`src/rtl/uart_pkg.sv`:
```
// uart_pkg: shared UART state encodings and constants for receiver and transmitter
package uart_pkg;
  typedef enum logic [2:0] {IDLE, START, DATA, PARITY, STOP} rx_state_t;
  typedef enum logic [2:0] {TX_IDLE, TX_START, TX_DATA, TX_PARITY, TX_STOP} tx_state_t;
  localparam int BIT_CNT_W = 3;
  localparam logic LINE_IDLE = 1'b1;
endpackage

```
`src/rtl/uart_rx_sampler.sv`:
```
// uart_rx_sampler: bit-period counter flagging the mid-start and full-bit sample points
module uart_rx_sampler #(
  parameter int NO_OF_CLKS = 16,
  parameter int W = 4
) (
  input  logic clk,
  input  logic rst,
  input  logic clr,
  output logic mid,
  output logic full
);
  logic [W-1:0] cnt;
  always_ff @(posedge clk) cnt <= (!rst || clr) ? '0 : cnt + 1'b1;
  assign mid  = cnt == W'(NO_OF_CLKS / 2 - 1);
  assign full = cnt == W'(NO_OF_CLKS - 1);
endmodule

```
`src/rtl/uart_rx.sv`:
```
// uart_rx: UART receiver with optional parity; define UART_RX_MAJORITY_VOTE_EN for 2-of-3 bit voting
module uart_rx
  import uart_pkg::*;
#(
  parameter int PARITY_ON = 1,
  parameter int EVEN_PARITY = 1,
  parameter int DATA_SIZE = 8,
  parameter int NO_OF_CLKS = 16,
  parameter int SAMPLING_CNTR_WIDTH = 4
) (
  input  logic                 clk,
  input  logic                 rst,
  input  logic                 Rx_s,
  output logic [DATA_SIZE-1:0] Rx_out,
  output logic                 data_valid,
  output logic                 parity_err,
  output logic                 framing_err,
  output logic                 busy
);
  localparam logic ODD_PAR = EVEN_PARITY == 0;
  rx_state_t state;
  logic [1:0] sync;
  logic rx_q, bit_val, mid, full, clr, par_bad;
  logic [BIT_CNT_W-1:0] bit_cnt;
  logic [DATA_SIZE-1:0] shift;
  assign rx_q = sync[1];
  assign clr = (state == IDLE) | (state == START ? mid : full);
`ifdef UART_RX_MAJORITY_VOTE_EN
  // sync[0] is the value rx_q takes next cycle, so the vote needs no extra latency
  logic rx_prev;
  always_ff @(posedge clk) rx_prev <= !rst ? 1'b1 : rx_q;
  assign bit_val = (rx_prev & rx_q) | (rx_prev & sync[0]) | (rx_q & sync[0]);
`else
  assign bit_val = rx_q;
`endif
  uart_rx_sampler #(.NO_OF_CLKS(NO_OF_CLKS), .W(SAMPLING_CNTR_WIDTH)) sampler (
    .clk(clk), .rst(rst), .clr(clr), .mid(mid), .full(full)
  );
  always_ff @(posedge clk) begin
    if (!rst) begin
      sync <= 2'b11;
      state <= IDLE;
      bit_cnt <= '0;
      shift <= '0;
      par_bad <= 1'b0;
      Rx_out <= '0;
      data_valid <= 1'b0;
      parity_err <= 1'b0;
      framing_err <= 1'b0;
      busy <= 1'b0;
    end else begin
      sync <= {sync[0], Rx_s};
      data_valid <= 1'b0;
      case (state)
        IDLE: if (!rx_q) begin
          state <= START;
          busy <= 1'b1;
        end
        START: if (mid) begin
          state <= bit_val ? IDLE : DATA;
          busy <= !bit_val;
          bit_cnt <= '0;
        end
        DATA: if (full) begin
          shift <= {bit_val, shift[DATA_SIZE-1:1]};
          bit_cnt <= bit_cnt + 1'b1;
          if (bit_cnt == BIT_CNT_W'(DATA_SIZE - 1)) state <= (PARITY_ON != 0) ? PARITY : STOP;
        end
        PARITY: if (full) begin
          par_bad <= ^shift ^ bit_val ^ ODD_PAR;
          state <= STOP;
        end
        STOP: if (full) begin
          Rx_out <= shift;
          data_valid <= 1'b1;
          framing_err <= !bit_val;
          parity_err <= (PARITY_ON != 0) ? par_bad : 1'b0;
          state <= IDLE;
          busy <= 1'b0;
        end
        default: begin
          state <= IDLE;
          busy <= 1'b0;
        end
      endcase
    end
  end
endmodule

```
`config.mk`:
```
export PLATFORM = sky130hd
export DESIGN_NAME = uart_rx
export DESIGN_NICKNAME = d
export VERILOG_FILES = /design/src/rtl/uart_pkg.sv /design/src/rtl/uart_rx_sampler.sv /design/src/rtl/uart_rx.sv
export SDC_FILE = /design/constraint.sdc
export NUM_CORES = 1
export LEC_CHECK = 0
export CAP_MARGIN = 25
export CORE_UTILIZATION = 45
export DETAILED_ROUTE_END_ITERATION = 16
export GPL_ROUTABILITY_DRIVEN = 0
export GPL_TIMING_DRIVEN = 1
export PLACE_DENSITY = 0.72
export SLEW_MARGIN = 20
export SYNTH_ARGS = -nofsm -noshare
export SYNTH_HDL_FRONTEND = slang
export SYNTH_SLANG_ARGS = --single-unit
```
`constraint.sdc`:
```
create_clock -name clk -period 2 [get_ports clk]
set_input_delay 0.5 -clock clk [delete_from_list [all_inputs] [get_ports clk]]
set_output_delay 0.5 -clock clk [all_outputs]
set_load 0.02 [all_outputs]
```
Word-level counts from Yosys, hierarchy flattened
Cells that the tools add are included. W data, S select, Z words.

Add/subtract/negate cells: 2. Eq/ne operators: 13. Muxes and demuxes: 17. Bitwise logic cells: 3. Reduce and logical (&&, ||, !) cells: 14.

Operators by type and width (count): $mux W3 (8); $pmux W3 S5 (1); $ne A2 B2 Y1 const B (6); $reduce_and A2 Y1 (4); $reduce_xor A8 Y1 (1); $eq A3 B2 Y1 const B (2); $eq A3 B3 Y1 const B (2); $pmux W3 S2 (1); $reduce_and A6 Y1 (1); $mux W1 (5); $add A4 B1 Y4 const B (1); $eq A4 B3 Y1 const B (1); $eq A4 B4 Y1 const B (1); $pmux W1 S4 (1); $reduce_and A4 Y1 (1); $add A3 B1 Y3 const B (1); $eq A3 B1 Y1 const B (1); $logic_not A3 Y1 (1); $reduce_and A3 Y1 (1); $logic_not A1 Y1 (2); $mux W2 (1); $reduce_bool A2 Y1 (1); $reduce_or A2 Y1 (1); $logic_or A1 B1 Y1 (1); other kinds (3) (3).

Register bits after elaboration: 33. Input port bits: 3.

Logic depth before layout (Yosys ltp)
Depth after elaboration: 4. Gate-level depth with buffers: 7. Gate-level depth less buffers: 5.

Hierarchy
Synthesis repeated with hierarchy kept, for this count alone.

Cells, all modules: 162. Area total of the unflattened synthesis: 1471.4 um^2.

By module, submodules not included: uart_rx (times used 1, cells each 144, area each 1302.5 um^2); uart_rx_sampler (times used 1, cells each 18, area each 168.9 um^2).

Least setup slack after synthesis
Ideal clock, no wire load.

Kind: register to register. Start: register sampler.cnt[0]. End: register par_bad. Library setup time: 0.122 ns. Arrival time: 1.441 ns. Path slack: 0.437 ns. Cell stages (with the launch flop): 7. Buffers on the path: 1. Clock period less this slack: 1.563 ns. Cell sequence: dfxtp_1 -> ha_1 -> and3_1 -> buf_2 -> nand4b_1 -> and3_1 -> a311o_1.

Word-level cells in the longest chain between the ends: 2.

RTL lines: start, declared (RTL line uart_rx_sampler.sv:12) `logic [W-1:0] cnt;`; start signal, assigned (RTL line uart_rx_sampler.sv:13) `always_ff @(posedge clk) cnt <= (!rst || clr) ? '0 : cnt + 1'b1;`; $eq A4 B4 Y1 (RTL line uart_rx_sampler.sv:15) `assign full = cnt == W'(NO_OF_CLKS - 1);`; $reduce_and A2 Y1 (no line); end signal, assigned (RTL line uart_rx.sv:70) `par_bad <= ^shift ^ bit_val ^ ODD_PAR;`; end, declared (RTL line uart_rx.sv:23) `logic rx_q, bit_val, mid, full, clr, par_bad;`.

No other way between the ends. A chain may end at the register's enable or synchronous reset.

Final worst setup path
Start: register Rx_out[5]. End: output Rx_out[5].

RTL lines: start, declared (RTL line uart_rx.sv:14) `output logic [DATA_SIZE-1:0] Rx_out,`; start signal, assigned (RTL line uart_rx.sv:74) `Rx_out <= shift;`.

No word-level cell between the ends.

==> results.ini <==
[status]
status=complete, no violations

[yosys]
synth.top_cell.area_share=0.4544
syn_nets=168
ys_top_cells_by_area=dfxtp_1 45%, mux2i_1 5.5%, a21oi_1 5.2%
syn_inst=162
synthMuxAreaShare=0.06282
synth_cell_types=37
synth_compound_area_frac=0.1084
ys_seq_elements=33
synthSimpleGateAreaFrac=0.2367
yosysTopAreaCell=dfxtp_1
yosys_warnings=0
ys_seq_area_frac=0.4544
syn_area_um2=1454
synth_top_family_by_area=simple AND/OR/NAND/NOR gates
synth_xor_area_frac=0.06368
syn_avg_cell_area_um2=8.975
yosys.area_share.adder=0.02582

[timing]
slew_headroom=0.6380
max_freq_ghz=0.5591
final_max_slew_viol_count=0
setup_slack_ps=211.5
timing.final.crit_share=0.8942
timing.final.crit_period_ps=1788
hold_violations=0
finClkSkew_ps=12.52
finalSetupViolations=0
rsz0062_at_grt=no
setup-tns-final_ps=0
tightestPinTransition_ps=542.3
whs_ps=410.9

[pwr]
combPwrFrac=0.030
p_sw_w=0.0002477
p_leak_nw=0.6724
pwr_density_cell_nw_per_um2=714.0
seqPwrFrac=0.545
clkPwrFrac=0.425
swShare=0.2021
max-vdd-ir-drop_v=0.0006959
intPower_w=0.0009779

[clocking]
hold_buffers=0
clk_latency_ps=330
numCtsBuffers=5
cts_sinks=33
path_clk_slew_ps=100
cts_buffer_depth=2
cts.htree.levels=2
post_cts_buffers=0
cts_root_buffer=clkbuf_4
cts_tree=yes

[global_routing]
grt_first_pass_wirelength_um=4719
grt.overflow.total=0
grt_pass1_vias=1060
antenna_found_initial=0
grt_max_degree=21
grtUsageTotal=0.1819

[routing]
routedWlPerCell_um=12.24
wl_um=2718
drtAntennaViolNets=0
initialDrtViolationCount=30
vias_per_cell=5.288
dr.pass1.iters=4
vias=1174
drc=0

[final_layout]
multi_input_area_um2=723.2
drive_above_1_share=0.09551
final_common_cell=dfxtp_1
num_antenna_cells=0
final_nets=183
n_fill_cell=277
regArea_um2=660.6
layout_common_cells=33 x dfxtp_1, 19 x nor2_1, 15 x nand2_1, 15 x a21oi_1, 14 x clkdlybuf4s50_1
areaGrowthSynthToFinish_pct=18.07

[setup_path]
end_kind=output pin
arrival_ps=1290
critPathBufInv=1
crit_required_ps=1500
cpLargestDelayFamily=buffers and inverters
cp_max_fo=2
crit_type=reg2out
crit_slowest_cell=clkdlybuf4s50_1
critical_path.cell_chain=clkdlybuf4s50_1
slowest_delay_ps=610
start_kind=flop

[floorplanning]
core.rowCount=20
dieArea_um2=3462
fp.dieH_um=58.84
initial_core_util=0.4762
coreArea_um2=3053
die_x_um=58.84
num_io_pins=15

[placed_design]
dp_hpwl_um=1867
dp_slack_ps=212.3
numPortBuffers=14

[worst_hold_path]
min_path_type=reg2reg

[flow_run]
cap_violations=0

power groups by stage:
stage | sequential [W] | clock [W] | combinational [W]
6_report | 0.000668 | 0.000521 | 0.0000369
5_1_grt | 0.000670 | 0.000563 | 0.0000403
4_1_cts | 0.000668 | 0.000533 | 0.0000373
3_5_place_dp | 0.000683 | 0 | 0.0000372
3_3_place_gp | 0.000683 | 0 | 0.0000359
2_1_floorplan | 0.000681 | 0 | 0.0000245
through the flow:
| stage | std cells | instance area [um2] | total power (W) | util |
|---|---|---|---|---|
| 3_5_place_dp | 214 | 1632 | 0.0007206 | 0.5344 |
| 6_report | 222 | 1717 | 0.001226 | 0.5623 |
| 2_1_floorplan | 162 | 1454 | 0.0007053 | - |
| 4_1_cts | 222 | 1717 | 0.001239 | 0.5623 |
| 5_1_grt | 222 | 1717 | 0.001273 | 0.5623 |
| 3_3_place_gp | 214 | 1632 | 0.0007191 | 0.5344 |
layer usage:
layer / GRT usage / routed length, um / up-vias
met5: 0 / 0 / -
met4: 0.08163 / 31 / 0
met3: 0.04615 / 79 / 4
met2: 0.3036 / 1329 / 17
met1: 0.2201 / 1278 / 562
li1: - / - / 591
repair_timing:
| action | in CTS | in global routing |
|---|---|---|
| endpoints found under the setup margin | 0 | 3 |
| endpoints found under the hold margin | 0 | 0 |
| gates resized for setup | 0 | 1 |
synthesized netlist by cell type:
cell type	instances
dfxtp_1	33
nor2_1	19
a21oi_1	15
nand2_1	15
nand3_1	12
mux2i_1	8
buf_2	5
nand2b_1	5
clkbuf_1	4
o21ai_0	4
xnor2_1	4
xor2_1	4
and3_1	3
ha_1	3
nor3_1	3
nand4_1	2
o21a_1	2
or3_1	2
a2111oi_0	1
a211oi_4	1
a311o_1	1
buf_1	1
buf_4	1
buf_6	1
clkinv_1	1
inv_1	1
mux2_2	1
nand3b_1	1
nand4b_1	1
nor3b_1	1
nor4_1	1
nor4b_1	1
nor4bb_1	1
o311ai_0	1
or2_2	1
or3b_4	1
xnor3_1	1
cells by family after synthesis:
family | after synthesis
xor gates and xnor gates | 9
muxes | 9
and+or+nand+nor | 69
adders and majority gates | 3
AOI/OAI and AO/OA | 25
DFF | 33
buffers and inverters | 14
sequential cells by signal, summed over array words and instances, names as in the netlist:
signal,cells
Rx_out,8
shift,8
sampler.cnt,4
bit_cnt,3
state,3
sync,2
busy,1
data_valid,1
framing_err,1
par_bad,1
parity_err,1
layout make-up:
| type | instances | share of cell area |
|---|---|---|
| clock inverters | 1 | 0.01749 |
| well taps | 44 | 0.03207 |
| multi-input cells | 115 | 0.4213 |
| clock buffers | 7 | 0.03207 |
| flip-flops and latches | 33 | 0.3848 |
| repair buffers | 20 | 0.1079 |
| inverters | 2 | 0.004373 |
worst paths after layout:
kind,startpoint,endpoint,slack [ps],depth (start not counted)
min reg2reg,sync[0]$_SDFF_PN1_,sync[1]$_SDFF_PN1_,410,1
max,Rx_out[5]$_SDFFE_PN0P_,Rx_out[5],210,1
max reg2reg,sampler.cnt[0]$_SDFF_PP0_,par_bad$_SDFFE_PN0P_,260,5
min,sync[0]$_SDFF_PN1_,sync[1]$_SDFF_PN1_,410,1
(Power assumes the default switching activity.)
